$ cat src/rtl/pipe_pkg.sv
// Shared widths, bundle field offsets and occupancy encoding for the pipeline stage registers.
// Used by pipe_stage_skid; its statistics ports exist only when PIPE_STATS_EN is defined.
package pipe_pkg;

    // Per-boundary bundle widths
    localparam int ID_EX_CTRL_W  = 9;
    localparam int ID_EX_DATA_W  = 138;
    localparam int EX_MEM_CTRL_W = 6;
    localparam int EX_MEM_DATA_W = 101;
    localparam int MEM_WB_CTRL_W = 2;
    localparam int MEM_WB_DATA_W = 69;

    // EX/MEM control bit positions
    localparam int EXM_C_ZERO     = 0;
    localparam int EXM_C_REGWRITE = 1;
    localparam int EXM_C_BRANCH   = 2;
    localparam int EXM_C_MEMWRITE = 3;
    localparam int EXM_C_MEMREAD  = 4;
    localparam int EXM_C_MEMTOREG = 5;

    // EX/MEM data field LSB offsets (read_data2, alu_result_pc, alu_result are 32 bits, write_reg is 5)
    localparam int EXM_D_READ_DATA2    = 0;
    localparam int EXM_D_ALU_RESULT_PC = 32;
    localparam int EXM_D_ALU_RESULT    = 64;
    localparam int EXM_D_WRITE_REG     = 96;

    // MEM/WB data field LSB offsets
    localparam int MWB_D_WRITE_REG  = 0;
    localparam int MWB_D_ALU_RESULT = 5;
    localparam int MWB_D_READ_DATA  = 37;

    typedef enum logic [1:0] {
        OCC0 = 2'd0,
        OCC1 = 2'd1,
        OCC2 = 2'd2
    } occ_e;

    function automatic occ_e occ_of(input logic m_valid, input logic s_valid);
        if (s_valid)
            return OCC2;
        else if (m_valid)
            return OCC1;
        else
            return OCC0;
    endfunction

    function automatic logic [1:0] popcount2(input logic a, input logic b);
        return {1'b0, a} + {1'b0, b};
    endfunction

endpackage

$ cat src/rtl/pipe_sat_counter.sv
// Saturating event counter: adds inc_amt each cycle, sticks at all-ones, cleared by rst.
// Instantiated by pipe_stage_skid only when PIPE_STATS_EN is defined.
module pipe_sat_counter #(
    parameter int W = 16
) (
    input  logic         clk,
    input  logic         rst,
    input  logic [1:0]   inc_amt,
    output logic [W-1:0] count
);

    logic [W-1:0] count_q;
    logic [W-1:0] count_d;
    logic [W+1:0] sum;

    always_comb begin
        sum     = {2'b00, count_q} + {{W{1'b0}}, inc_amt};
        count_d = (sum > {2'b00, {W{1'b1}}}) ? {W{1'b1}} : sum[W-1:0];
    end

    always_ff @(posedge clk) begin
        if (rst)
            count_q <= '0;
        else
            count_q <= count_d;
    end

    assign count = count_q;

endmodule

$ cat src/rtl/pipe_stage_skid.sv
// Generic pipeline stage register with valid/ready handshake, 2-entry skid buffer and flush.
// Define PIPE_STATS_EN to add the saturating stat_stall / stat_flush counters.
module pipe_stage_skid
    import pipe_pkg::*;
#(
    parameter int CTRL_W = EX_MEM_CTRL_W,
    parameter int DATA_W = EX_MEM_DATA_W
`ifdef PIPE_STATS_EN
    ,
    parameter int STAT_W = 16
`endif
) (
    input  logic              clk,
    input  logic              rst,
    input  logic              in_valid,
    output logic              in_ready,
    input  logic [CTRL_W-1:0] in_ctrl,
    input  logic [DATA_W-1:0] in_data,
    input  logic              flush,
    output logic              out_valid,
    input  logic              out_ready,
    output logic [CTRL_W-1:0] out_ctrl,
    output logic [DATA_W-1:0] out_data
`ifdef PIPE_STATS_EN
    ,
    output logic [STAT_W-1:0] stat_stall,
    output logic [STAT_W-1:0] stat_flush
`endif
);

    logic              m_valid_q, m_valid_d;
    logic [CTRL_W-1:0] m_ctrl_q,  m_ctrl_d;
    logic [DATA_W-1:0] m_data_q,  m_data_d;
    logic              s_valid_q, s_valid_d;
    logic [CTRL_W-1:0] s_ctrl_q,  s_ctrl_d;
    logic [DATA_W-1:0] s_data_q,  s_data_d;

    occ_e occ;
    logic acc_in;
    logic acc_out;

    always_comb begin
        occ     = occ_of(m_valid_q, s_valid_q);
        // in_ready comes straight from the skid flop, so out_ready never reaches it combinationally
        acc_in  = in_valid && !s_valid_q;
        acc_out = m_valid_q && out_ready;

        m_valid_d = m_valid_q;
        m_ctrl_d  = m_ctrl_q;
        m_data_d  = m_data_q;
        s_valid_d = s_valid_q;
        s_ctrl_d  = s_ctrl_q;
        s_data_d  = s_data_q;

        if (flush) begin
            // Data registers keep their contents; only valids and control are squashed
            m_valid_d = 1'b0;
            m_ctrl_d  = '0;
            s_valid_d = 1'b0;
            s_ctrl_d  = '0;
        end else begin
            case (occ)
                OCC0: begin
                    if (acc_in) begin
                        m_valid_d = 1'b1;
                        m_ctrl_d  = in_ctrl;
                        m_data_d  = in_data;
                    end
                end
                OCC1: begin
                    if (acc_in && acc_out) begin
                        m_ctrl_d = in_ctrl;
                        m_data_d = in_data;
                    end else if (acc_in) begin
                        s_valid_d = 1'b1;
                        s_ctrl_d  = in_ctrl;
                        s_data_d  = in_data;
                    end else if (acc_out) begin
                        m_valid_d = 1'b0;
                        m_ctrl_d  = '0;
                    end
                end
                OCC2: begin
                    if (acc_out) begin
                        m_ctrl_d  = s_ctrl_q;
                        m_data_d  = s_data_q;
                        s_valid_d = 1'b0;
                        s_ctrl_d  = '0;
                    end
                end
                default: ;
            endcase
        end
    end

    always_ff @(posedge clk) begin
        if (rst) begin
            m_valid_q <= 1'b0;
            m_ctrl_q  <= '0;
            m_data_q  <= '0;
            s_valid_q <= 1'b0;
            s_ctrl_q  <= '0;
            s_data_q  <= '0;
        end else begin
            m_valid_q <= m_valid_d;
            m_ctrl_q  <= m_ctrl_d;
            m_data_q  <= m_data_d;
            s_valid_q <= s_valid_d;
            s_ctrl_q  <= s_ctrl_d;
            s_data_q  <= s_data_d;
        end
    end

    assign in_ready  = !s_valid_q;
    assign out_valid = m_valid_q;
    assign out_ctrl  = m_ctrl_q & {CTRL_W{m_valid_q}};
    assign out_data  = m_data_q;

`ifdef PIPE_STATS_EN
    pipe_sat_counter #(.W(STAT_W)) u_stat_stall (
        .clk     (clk),
        .rst     (rst),
        .inc_amt ({1'b0, m_valid_q && !out_ready}),
        .count   (stat_stall)
    );

    pipe_sat_counter #(.W(STAT_W)) u_stat_flush (
        .clk     (clk),
        .rst     (rst),
        .inc_amt (flush ? popcount2(m_valid_q, s_valid_q) : 2'b00),
        .count   (stat_flush)
    );
`endif

endmodule

$ cat config.mk
export PLATFORM = sky130hd
export DESIGN_NAME = pipe_stage_skid
export DESIGN_NICKNAME = d
export VERILOG_FILES = /design/src/rtl/pipe_pkg.sv /design/src/rtl/pipe_sat_counter.sv /design/src/rtl/pipe_stage_skid.sv
export SDC_FILE = /design/constraint.sdc
export NUM_CORES = 1
export LEC_CHECK = 0
export ABC_AREA = 1
export CAP_MARGIN = 10
export CORE_ASPECT_RATIO = 1.25
export CORE_MARGIN = 5
export CORE_UTILIZATION = 51
export DETAILED_ROUTE_END_ITERATION = 8
export MAX_ROUTING_LAYER = met4
export PLACE_DENSITY = 0.81
export SLEW_MARGIN = 5
export SYNTH_ARGS = -nofsm -noshare
export SYNTH_HDL_FRONTEND = slang
export SYNTH_SLANG_ARGS = --single-unit
$ cat constraint.sdc
create_clock -name clk -period 1.8 [get_ports clk]
set_clock_uncertainty 0.2 [all_clocks]
set_input_delay 0.18 -clock clk [delete_from_list [all_inputs] [get_ports clk]]
set_output_delay 0.18 -clock clk [all_outputs]
set_load 0.02 [all_outputs]
# After elaboration in Yosys (flattened, before gate mapping)
# Cells that the tools add are included.
# W data, S select, Z words.
# classes
muxes	21
div_mod_pow	0
n_eq_ne	11
bitwise	3
reduce_logical	14
multipliers	0
n_lt_le_gt_ge	0
shift	0
add_sub_neg	0
# ops
operator	count
$mux W101	3
$pmux W101 S3	1
$mux W6	6
$pmux W6 S3	1
$reduce_and A5 Y1	3
$ne A2 B2 Y1 const B	7
$pmux W6 S2	1
$reduce_and A4 Y1	2
$and A6 B6 Y6	1
$mux W1	6
$ne A3 B3 Y1 const B	2
$pmux W1 S2	2
$reduce_bool A2 Y1	2
$logic_and A1 B1 Y1	3
$reduce_bool A3 Y1	1
$eq A2 B1 Y1 const B	1
$eq A2 B2 Y1 const B	1
$logic_not A2 Y1	1
$mux W2	1
$not A1 Y1	2
$reduce_or A2 Y1	1
$logic_not A1 Y1	1
# word_totals
mem_bits_rw	0
register_bits	216
input_bits	112
output_inout_bits	109
mem_count	0
latch_bits	0
rom_bits	0
word_cells	55

# Logic depth before layout (Yosys ltp)
# Gate-level depths: netlist of the first run.
# depth
word_depth	5
ltp_mapped	9

# Worst setup path before layout of the first run
# Ideal clock, no wire load.
# synth_timing
kind	reg-to-reg
startpoint	register m_valid_q (netlist: out_valid)
endpoint	register m_data_q[0] (netlist: out_data[0])
required_ns	1.485
t_arrival_ns	1.441
setup_slack_ns	0.044
setup_ns	0.115
path_stages_with_launch	9
period_less_slack_ns	1.756
n_path_buf	3
path_cell_list	dfxtp_1 > buf_2 > inv_2 > nor2_1 > nand2_1 > buf_2 > buf_2 > a21oi_1 > nor2_1
# synth_between
elab_chain_len	5
# synth_lines
element	line_no	text
start, declared	pipe_stage_skid.sv:31	logic m_valid_q, m_valid_d;
start signal, assigned	pipe_stage_skid.sv:105	m_valid_q <= m_valid_d;
$mux W1	pipe_pkg.sv:41	else if (m_valid)
$mux W2	pipe_pkg.sv:39	if (s_valid)
$eq A2 B1 Y1, or another cell as far along	pipe_stage_skid.sv:62	case (occ)
$ne A2 B2 Y1 (no source line) or $reduce_bool A3 Y1 (tied branches)	--	
$reduce_and A5 Y1 (no source line)	--	
end signal, assigned	pipe_stage_skid.sv:107	m_data_q <= m_data_d;
end, declared	pipe_stage_skid.sv:33	logic [DATA_W-1:0] m_data_q, m_data_d;
# Parallel ways exist; a longest one is shown, timed or not.
# A chain may end at the register's enable or synchronous reset.

# Worst setup path in the final report of the first run
# layout_timing
startpoint	register s_valid_q
endpoint	output port in_ready
# layout_between
elab_chain_len	1
# layout_lines
element	line_no	text
start, declared	pipe_stage_skid.sv:34	logic s_valid_q, s_valid_d;
start signal, assigned	pipe_stage_skid.sv:108	s_valid_q <= s_valid_d;
$logic_not A1 Y1	pipe_stage_skid.sv:114	assign in_ready = !s_valid_q;
end, declared	pipe_stage_skid.sv:16	output logic in_ready,
# No other way between the ends.

==> results of run 1 <==
[cell families after synthesis]
group | after synthesis
buf+inv | 245
compound gates | 320
flops | 216
simple gates | 671
[critical path, cell delays in order (launching register included)]
cell and delay, ns:
dfxtp_4 0.41, clkinv_2 0.15, clkdlybuf4s15_1 0.32
[where the power goes]
group	internal [mW]	switching (mW)
logic	0.768	0.971
registers	4.99	0.113
clock network	2.88	1.92
[cell usage after synthesis (all sizes together)]
cell / count
nand3b: 6
buf: 58
clkinv: 11
nor2: 115
clkbuf: 65
a21oi: 317
dfxtp: 216
nor3: 1
nand3: 203
a21o: 1
nand4: 1
nand2: 345
o21ai: 2
inv: 111
[stage by stage]
step                setup WS, ns  std cells   util  total power [mW]
floorplan                 0.0441       1452      -              6.11
global placement          -0.116       1849  0.669              7.03
detailed placement        -0.151       1849  0.669              7.06
CTS                      0.00173       1889  0.704              11.7
global route             0.00173       1889  0.702              12.1
finish                    0.0470       1891  0.703              11.6
[final cells by class]
| class | instances | area, um^2 |
|---|---|---|
| diodes | 2 | 5.00 |
| flip-flops and latches | 216 | 4330 |
| fillers | 1574 | 5580 |
| well taps | 232 | 290 |
| clock buffers | 29 | 659 |
| multi-input cells | 991 | 4430 |
| repair buffers | 289 | 2900 |
| clock inverters | 10 | 118 |
| inverters | 122 | 462 |
[metal layers]
metal | up-vias | share of wire | global-route usage | routed length [um]
met5 | - | 0 | - | 0
met4 | 0 | 0.031 | 0.109 | 899
met3 | 60 | 0.067 | 0.0420 | 1920
met2 | 369 | 0.49 | 0.422 | 13900
met1 | 4704 | 0.42 | 0.314 | 11800
li1 | 5079 | - | - | -
[worst max path at each step]
| stage | start | end | depth (start not counted) |
|---|---|---|---|
| finish | s_valid_q$_SDFFE_PP0P_ | in_ready | 2 |
| global route | out_valid$_SDFFE_PP0P_ | s_data_q[72]$_SDFFE_PP0P_ | 7 |
| CTS | out_valid$_SDFFE_PP0P_ | out_ctrl[5] | 4 |
| detailed placement | in_valid | out_data[31]$_SDFFE_PP0P_ | 9 |
| global placement | in_valid | out_data[34]$_SDFFE_PP0P_ | 9 |
| floorplan | out_valid$_SDFFE_PP0P_ | out_data[0]$_SDFFE_PP0P_ | 8 |
[cell usage in the layout (no fill, tap or decap), types with 2 or more instances in the layout]
cell,count
clkbuf_8,4
a21oi_1,317
o21ai_1,2
nor2_1,114
inv_1,105
clkinv_4,3
buf_2,6
dfxtp_1,214
nand3_1,203
clkinv_2,6
buf_12,27
clkinv_1,11
inv_2,3
nand3b_1,6
nand2_1,344
clkbuf_16,24
diode_2,2
clkdlybuf4s15_1,2
dlygate4sd2_1,101
clkdlybuf4s50_1,110
buf_4,42
bufinv_16,2
[sequential cells by signal, summed over array words and instances (netlist names)]
name and count:
out_data 101, s_data_q 101, m_ctrl_q 6, s_ctrl_q 6
out_valid 1, s_valid_q 1
[timing repair]
action / in CTS / in global routing
hold buffers: 1 / 0
pin swaps: 0 / 0
gates cloned: 0 / 0
hold endpoints to repair: 14 / 0
resized for setup: 123 / 12
setup endpoints to repair: 109 / 7
==> flow_metrics.env, run 1 <==
export IMPL_outcome="finished clean"
export IMPL_synthAdderAreaFrac=0
export IMPL_clkSlewWorstSetupHoldPaths_ns=0.06
export IMPL_antenna_left=0
export IMPL_synth_area_top_cells="dfxtp_1, a21oi_1, nand2_1"
export IMPL_relSlewSlack=0.541
export IMPL_synth_area_um2=9730
export IMPL_worst_path_max_fanout=7
export IMPL_final_min_clock_period_ns=1.75
export IMPL_synth_top_family_by_area="simple AND/OR/NAND/NOR gates"
export IMPL_r2r_slack_ns=0.08
export IMPL_wire_per_inst_um=15.1
export IMPL_ys_types=18
export IMPL_drv_cap=0
export IMPL_cts_made_buffers=22
export IMPL_clock_path_buffers=3
export IMPL_slew_viol_final=0
export IMPL_reg2reg_depth=6
export IMPL_totalWireLength_um=28500
export IMPL_cp_start_kind="flip-flop"
export IMPL_report_final_hold_viol_count=0
export IMPL_grt_pass1_vias=9607
export IMPL_clk_latency_ns=0.50
export IMPL_finalCritPeriodShare=0.974
export IMPL_hp_start="in_ctrl[3]"
export IMPL_ir_worst_vdd_mv=0.758
export IMPL_die_area_um2=22000
export IMPL_yosys_warnings=0
export IMPL_r2r_start="s_valid_q$_SDFFE_PP0P_"
export IMPL_yosysTopAreaCellShare=0.444
export IMPL_grt_total_usage=0.256
export IMPL_p_leak_nw=6.23
export IMPL_synthXorXnorAreaFrac=0
export IMPL_r2r_end="out_data[90]$_SDFFE_PP0P_"
export IMPL_arrival_ns=1.37
export IMPL_areaGrowthSynthToFinish_pct=35.6
export IMPL_grt_pass1_wl_um=46200
export IMPL_timing_fmax_ghz=0.570
export IMPL_tns_ns=0
export IMPL_place_gp_congestion=0.838
export IMPL_core_um2=18800
export IMPL_critPathKind="flip-flop to output port"
export IMPL_syn_nets=1564
export IMPL_die_x_um=134
export IMPL_min_delay_worst_endpoint="s_ctrl_q[3]$_SDFFE_PP0P_"
export IMPL_root_buffer="clkbuf_16"
export IMPL_antenna_found_initial=0
export IMPL_grt_setup_unrepaired="no"
export IMPL_ios=221
export IMPL_synth_seq_cells=216
export IMPL_yosysTopAreaCell="dfxtp_1"
export IMPL_drc_errors=0
export IMPL_synth_mux_area_frac=0
export IMPL_drt_iter0_drc=825
export IMPL_powerDensity_nw_per_um2=882
export IMPL_dr_pass1_iters=5
export IMPL_grt_max_degree=62
export IMPL_cp_data_required_time_ns=1.42
export IMPL_rows=56
export IMPL_final_setup_viol_count=0
export IMPL_drive_above_1_share=0.0748
export IMPL_port_buffers=220
export IMPL_postCtsSetupBuffers=0
export IMPL_synth_simple_area_share=0.288
export IMPL_yosysSeqAreaShare=0.444
export IMPL_synth_compound_area_frac=0.165
export IMPL_dpl_cell_area_um2=12600
export IMPL_worst_pin_slew_ns=0.689
export IMPL_nets=1754
export IMPL_h_tree_depth=1
export IMPL_fin_area_um2=13200
export IMPL_synth_avg_cell_area_um2=6.70
export IMPL_cp_end_kind="output port"
export IMPL_grt_overflow=0
export IMPL_cts_tree="built"
export IMPL_die_h_um=164
export IMPL_dpl_hpwl_um=18300
export IMPL_initial_core_util=0.518
export IMPL_viasPerCell=5.40
export IMPL_hold_depth=3
export IMPL_synthCells=1452
export IMPL_via_count=10212
export IMPL_whs_ns=0.0807
export IMPL_cts_sinks=216
export IMPL_hold_class="input pin to flip-flop"
Power figures use the tool's default switching activity.
==> inputs of run 2 (changes only) <==
==> constraint.sdc (replaced) <==
create_clock -name clk -period 2 [get_ports clk]
set_clock_uncertainty 0.2 [all_clocks]
set_input_delay 0.2 -clock clk [delete_from_list [all_inputs] [get_ports clk]]
set_output_delay 0.2 -clock clk [all_outputs]
set_load 0.02 [all_outputs]
==> run 2 against run 1 <==
Highest routed layer unchanged. Combinational power shrank 8%. Global-route usage down 1.0 points. Non-clock buffer count shrank 28. Critical endpoint is now out_data[6]. Largest cell class unchanged. Clock power is 12% lower. Cell count shrank 1.2%. Cell area fell by 1.8%. Register-to-register slack improved by 0.09 ns. Utilization fell by 1.3 points. Via count decreased by 1.6%. Largest power group unchanged. Power down 10%.
==> flow_metrics.env, run 2 (synthesized netlist as in run 1, its figures left out) <==
export IMPL_cp_start_kind="flip-flop"
export IMPL_critPathKind="flip-flop to output port"
export IMPL_dpl_hpwl_um=17400
export IMPL_die_x_um=134
export IMPL_ios=221
export IMPL_hold_depth=3
export IMPL_r2r_slack_ns=0.17
export IMPL_r2r_end="out_data[8]$_SDFFE_PP0P_"
export IMPL_whs_ns=0.0917
export IMPL_powerDensity_nw_per_um2=804
export IMPL_cp_data_required_time_ns=1.60
export IMPL_report_final_hold_viol_count=0
export IMPL_cts_tree="built"
export IMPL_nets=1727
export IMPL_grt_overflow=0
export IMPL_clkSlewWorstSetupHoldPaths_ns=0.06
export IMPL_p_leak_nw=5.64
export IMPL_fin_ws_ns=0.0889
export IMPL_antenna_found_initial=3
export IMPL_port_buffers=220
export IMPL_final_min_clock_period_ns=1.91
export IMPL_cpPeakStageDelay_ns=0.63
export IMPL_post_place_ws_ns=-0.0256
export IMPL_die_area_um2=22000
export IMPL_rows=56
export IMPL_clk_latency_ns=0.50
export IMPL_dr_pass1_iters=5
export IMPL_arrival_ns=1.51
export IMPL_finalCritPeriodShare=0.956
export IMPL_layout_common_cells="nand2_1, a21oi_1, dfxtp_1, clkdlybuf4s50_1, nand3_1"
export IMPL_path_buf_inv=1
export IMPL_worst_path_max_fanout=2
export IMPL_grt_pass1_vias=9324
export IMPL_wire_per_inst_um=14.8
export IMPL_root_buffer="clkbuf_16"
export IMPL_drt_iter0_drc=859
export IMPL_drive_above_1_share=0.0552
export IMPL_cts_sinks=216
export IMPL_areaGrowthSynthToFinish_pct=33.1
export IMPL_r2r_start="s_valid_q$_SDFFE_PP0P_"
export IMPL_hp_start="in_ctrl[1]"
export IMPL_ir_worst_vdd_mv=0.814
export IMPL_totalWireLength_um=27600
export IMPL_worst_pin_slew_ns=0.595
export IMPL_die_h_um=164
export IMPL_final_setup_viol_count=0
export IMPL_layout_commonest_cell="nand2_1"
export IMPL_tns_ns=0
export IMPL_drc_errors=0
export IMPL_place_gp_congestion=0.803
export IMPL_via_count=10045
export IMPL_cp_cell_sequence="clkdlybuf4s50_1"
export IMPL_relSlewSlack=0.603
export IMPL_final_util=0.690
export IMPL_drv_cap=0
export IMPL_initial_core_util=0.518
export IMPL_cp_top_family="buffers and inverters"
export IMPL_clock_path_buffers=3
export IMPL_grt_setup_unrepaired="no"
export IMPL_timing_fmax_ghz=0.523
export IMPL_reg2reg_depth=6
export IMPL_grt_pass1_wl_um=44500
export IMPL_cp_end_kind="output port"
export IMPL_min_delay_worst_endpoint="m_ctrl_q[1]$_SDFFE_PP0P_"
export IMPL_grt_max_degree=102
export IMPL_outcome="finished clean"
export IMPL_crit_cells=1
export IMPL_hold_class="input pin to flip-flop"
export IMPL_grt_total_usage=0.246
export IMPL_core_um2=18800
export IMPL_cts_made_buffers=23
export IMPL_h_tree_depth=1
export IMPL_cp_slowest_cell="clkdlybuf4s50_1"
export IMPL_antenna_left=0
export IMPL_viasPerCell=5.38
export IMPL_slew_viol_final=0
==> run 2: metrics by stage <==
step	area (um^2)	power (mW)	std cells
global route	12900	10.8	1865
finish	13000	10.4	1868
global placement	12200	6.26	1821
floorplan	9730	5.50	1452
detailed placement	12200	6.28	1821
CTS	12900	10.5	1862
==> run 2: worst reg2reg max path: cells and delay by family, from the launching register on <==
kind	cells	cell delay [ns]
buffers and inverters	2	0.69
flip-flops	1	0.38
AND/OR/NAND/NOR	3	0.26
AO/OA/AOI/OAI	1	0.24
==> run 2: cell type report <==
type	instances	area, um^2
inverter	122	462
clock buffer	30	632
sequential	216	4330
timing repair buffer	261	2690
antenna	6	15.0
tap	232	290
clock inverter	10	113
fill	1597	5820
multi-input combinational	991	4430
==> run 2: how the worst max path moves through the flow <==
stage,from,endpoint,slack (ns)
floorplan,out_valid$_SDFFE_PP0P_,out_data[0]$_SDFFE_PP0P_,0.24
global placement,in_valid,out_data[73]$_SDFFE_PP0P_,-0.0003
detailed placement,in_valid,out_data[11]$_SDFFE_PP0P_,-0.03
CTS,out_valid$_SDFFE_PP0P_,out_ctrl[3],0.005
global route,s_valid_q$_SDFFE_PP0P_,in_ready,0.02
finish,out_data[6]$_SDFFE_PP0P_,out_data[6],0.09
==> run 2: per-layer routing <==
metal	routed length, um	up-vias	track usage
met5	0	-	-
met4	950	0	0.111
met3	1890	70	0.0390
met2	13200	369	0.398
met1	11600	4587	0.305
li1	-	5019	-
==> run 2: power breakdown <==
part | switching, mW | leakage (nW) | internal, mW
sequential | 0.111 | 1.76 | 4.49
combinational | 0.848 | 3.52 | 0.751
clock | 1.73 | 0.363 | 2.49
total | 2.69 | 5.64 | 7.73
==> run 2: timing repair <==
item	in CTS	in global routing
buffers inserted	0	0
gates resized for setup	14	3
cloned	0	0
endpoints found under the setup margin	8	29
hold buffers	1	0
hold endpoints to repair	26	0
==> inputs of run 3 (changes only) <==
--- a/config.mk
+++ b/config.mk
@@ -6,13 +6,14 @@
 export NUM_CORES = 1
 export LEC_CHECK = 0
 export ABC_AREA = 1
+export ABC_CLOCK_PERIOD_IN_PS = 2020
 export CAP_MARGIN = 10
 export CORE_ASPECT_RATIO = 1.25
 export CORE_MARGIN = 5
-export CORE_UTILIZATION = 51
+export CORE_UTILIZATION = 46
 export DETAILED_ROUTE_END_ITERATION = 8
 export MAX_ROUTING_LAYER = met4
-export PLACE_DENSITY = 0.81
+export PLACE_DENSITY = 0.74
 export SLEW_MARGIN = 5
 export SYNTH_ARGS = -nofsm -noshare
 export SYNTH_HDL_FRONTEND = slang
==> constraint.sdc (replaced) <==
create_clock -name clk -period 2.02 [get_ports clk]
set_clock_uncertainty 0.2 [all_clocks]
set_input_delay 0.202 -clock clk [delete_from_list [all_inputs] [get_ports clk]]
set_output_delay 0.202 -clock clk [all_outputs]
set_load 0.02 [all_outputs]
==> run 3 against run 2 <==
Register-to-register slack better by 0.09 ns. Cell count increased by 2.5%. Routed wire length grew 3.8%. Global-route usage decreased by 1.6 points. Combinational power about the same. Sequential cell count unchanged. Worst hold slack worse by 0.014 ns.
==> flow_metrics.env, run 3 (synthesized netlist as in run 1, its figures left out) <==
export IMPL_outcome="finished clean"
export IMPL_grt_max_degree=103
export IMPL_h_tree_depth=1
export IMPL_reg2reg_depth=6
export IMPL_die_area_um2=24200
export IMPL_gr_usage_met2=0.374
export IMPL_finalCritPeriodShare=0.955
export IMPL_via_count=9982
export IMPL_r2r_slack_ns=0.26
export IMPL_critPathKind="flip-flop to output port"
export IMPL_fin_ws_ns=0.0917
export IMPL_final_min_clock_period_ns=1.93
export IMPL_drive_above_1_share=0.0604
export IMPL_arrival_ns=1.53
export IMPL_port_buffers=220
export IMPL_drt_iter0_drc=801
export IMPL_areaGrowthSynthToFinish_pct=34.6
export IMPL_grt_pass1_vias=9289
export IMPL_drc_errors=0
export IMPL_top_usage_layer="met2"
export IMPL_worstSetupEndpoint="out_ctrl[4]"
export IMPL_slew_viol_final=0
export IMPL_die_x_um=140
export IMPL_antenna_left=0
export IMPL_relSlewSlack=0.656
export IMPL_totalWireLength_um=28700
export IMPL_cp_slowest_cell="dfxtp_2"
export IMPL_timing_fmax_ghz=0.519
export IMPL_worst_pin_slew_ns=0.515
export IMPL_place_gp_congestion=0.842
export IMPL_grt_setup_unrepaired="no"
export IMPL_grt_pass1_wl_um=46200
export IMPL_grt_use_met3=0.0403
export IMPL_whs_ns=0.0776
export IMPL_worst_path_max_fanout=7
export IMPL_layout_commonest_cell="nand2_1"
export IMPL_cp_top_family="buffers and inverters"
export IMPL_use_met1=0.287
export IMPL_initial_core_util=0.467
export IMPL_r2r_start="out_valid$_SDFFE_PP0P_"
export IMPL_root_buffer="clkbuf_16"
export IMPL_grt_overflow=0
export IMPL_drv_cap=0
export IMPL_cts_sinks=216
export IMPL_die_h_um=173
export IMPL_nets=1735
export IMPL_cts_made_buffers=23
export IMPL_clk_latency_ns=0.50
export IMPL_dpl_hpwl_um=18200
export IMPL_cpPeakStageDelay_ns=0.40
export IMPL_ir_worst_vdd_mv=0.592
export IMPL_ios=221
export IMPL_path_buf_inv=3
export IMPL_postCtsSetupBuffers=0
export IMPL_cts_tree="built"
export IMPL_grt_total_usage=0.230
export IMPL_dpl_cell_area_um2=12300
export IMPL_r2r_end="s_data_q[76]$_SDFFE_PP0P_"
export IMPL_powerDensity_nw_per_um2=799
export IMPL_core_um2=20800
export IMPL_viasPerCell=5.21
export IMPL_dr_pass1_iters=5
export IMPL_cp_end_kind="output port"
export IMPL_antenna_found_initial=3
export IMPL_hold_class="input pin to flip-flop"
export IMPL_cp_data_required_time_ns=1.62
export IMPL_rows=59
export IMPL_post_place_ws_ns=-0.0103
export IMPL_crit_cells=4
export IMPL_report_final_hold_viol_count=0
export IMPL_wire_per_inst_um=15.0
export IMPL_cts_hold_buffers=0
export IMPL_layout_common_cells="nand2_1, a21oi_1, dfxtp_1, clkdlybuf4s50_1, nand3_1"
export IMPL_fin_area_um2=13100
export IMPL_clkSlewWorstSetupHoldPaths_ns=0.06
export IMPL_cp_cell_sequence="buf_4, nand2_1, inv_1, dlygate4sd2_1"
export IMPL_cp_start_kind="flip-flop"
export IMPL_clock_path_buffers=3
export IMPL_cp_startpoint="out_valid$_SDFFE_PP0P_"
export IMPL_final_setup_viol_count=0
export IMPL_p_leak_nw=5.73
==> run 3: area by class of cell <==
type                       count  area [um^2]
clock buffer                  32          679
antenna                        3         7.51
inverter                     122          462
fill                        1930         7720
clock inverter                 8         91.3
sequential                   216         4330
multi-input combinational    991         4430
tap                          274          343
timing repair buffer         269         2750
==> run 3: worst min-delay path, delay by kind of cell <==
| family | cells | cell delay, ns |
|---|---|---|
| buf+inv | 2 | 0.36 |
| compound gates | 1 | 0.16 |
==> run 3: where the power goes <==
group / switching, mW / internal [mW] / total [mW]
Clock: 1.71 / 2.59 / 4.30
Sequential: 0.106 / 4.44 / 4.55
Combinational: 0.851 / 0.758 / 1.61
==> run 3: what timing repair did <==
item	4_1_cts	5_1_grt
endpoints found under the hold margin	0	0
gates resized for setup	8	3
endpoints found under the setup margin	8	3
==> run 3: worst min path at each step <==
stage                              from                   endpoint  slack, ns  cells past startpoint
6_report                            rst  s_data_q[70]$_SDFFE_PP0P_       0.08                      3
5_1_grt                             rst  s_data_q[71]$_SDFFE_PP0P_       0.09                      3
4_1_cts                             rst  s_data_q[81]$_SDFFE_PP0P_       0.07                      3
3_5_place_dp   s_ctrl_q[1]$_SDFFE_PP0P_   s_ctrl_q[1]$_SDFFE_PP0P_       0.25                      2
3_3_place_gp   s_ctrl_q[1]$_SDFFE_PP0P_   s_ctrl_q[1]$_SDFFE_PP0P_       0.25                      2
2_1_floorplan                in_ctrl[0]   m_ctrl_q[0]$_SDFFE_PP0P_       0.15                      2
==> run 3: metal layers <==
layer  vias up  part of all wire
met5         -                 0
met4         0             0.031
met3        70             0.065
met2       313              0.49
met1      4556              0.42
li1       5043                 -
==> run 3: per-stage QoR <==
stage,total power [mW],TNS (ns),instances,utilization
after CTS,10.5,0,1912,0.628
after global routing,10.9,0,1915,0.629
final,10.5,0,1915,0.629
after global placement,6.24,0,1872,0.592
after floorplan,5.44,0,1452,-
after detailed placement,6.25,-0.0112,1872,0.592
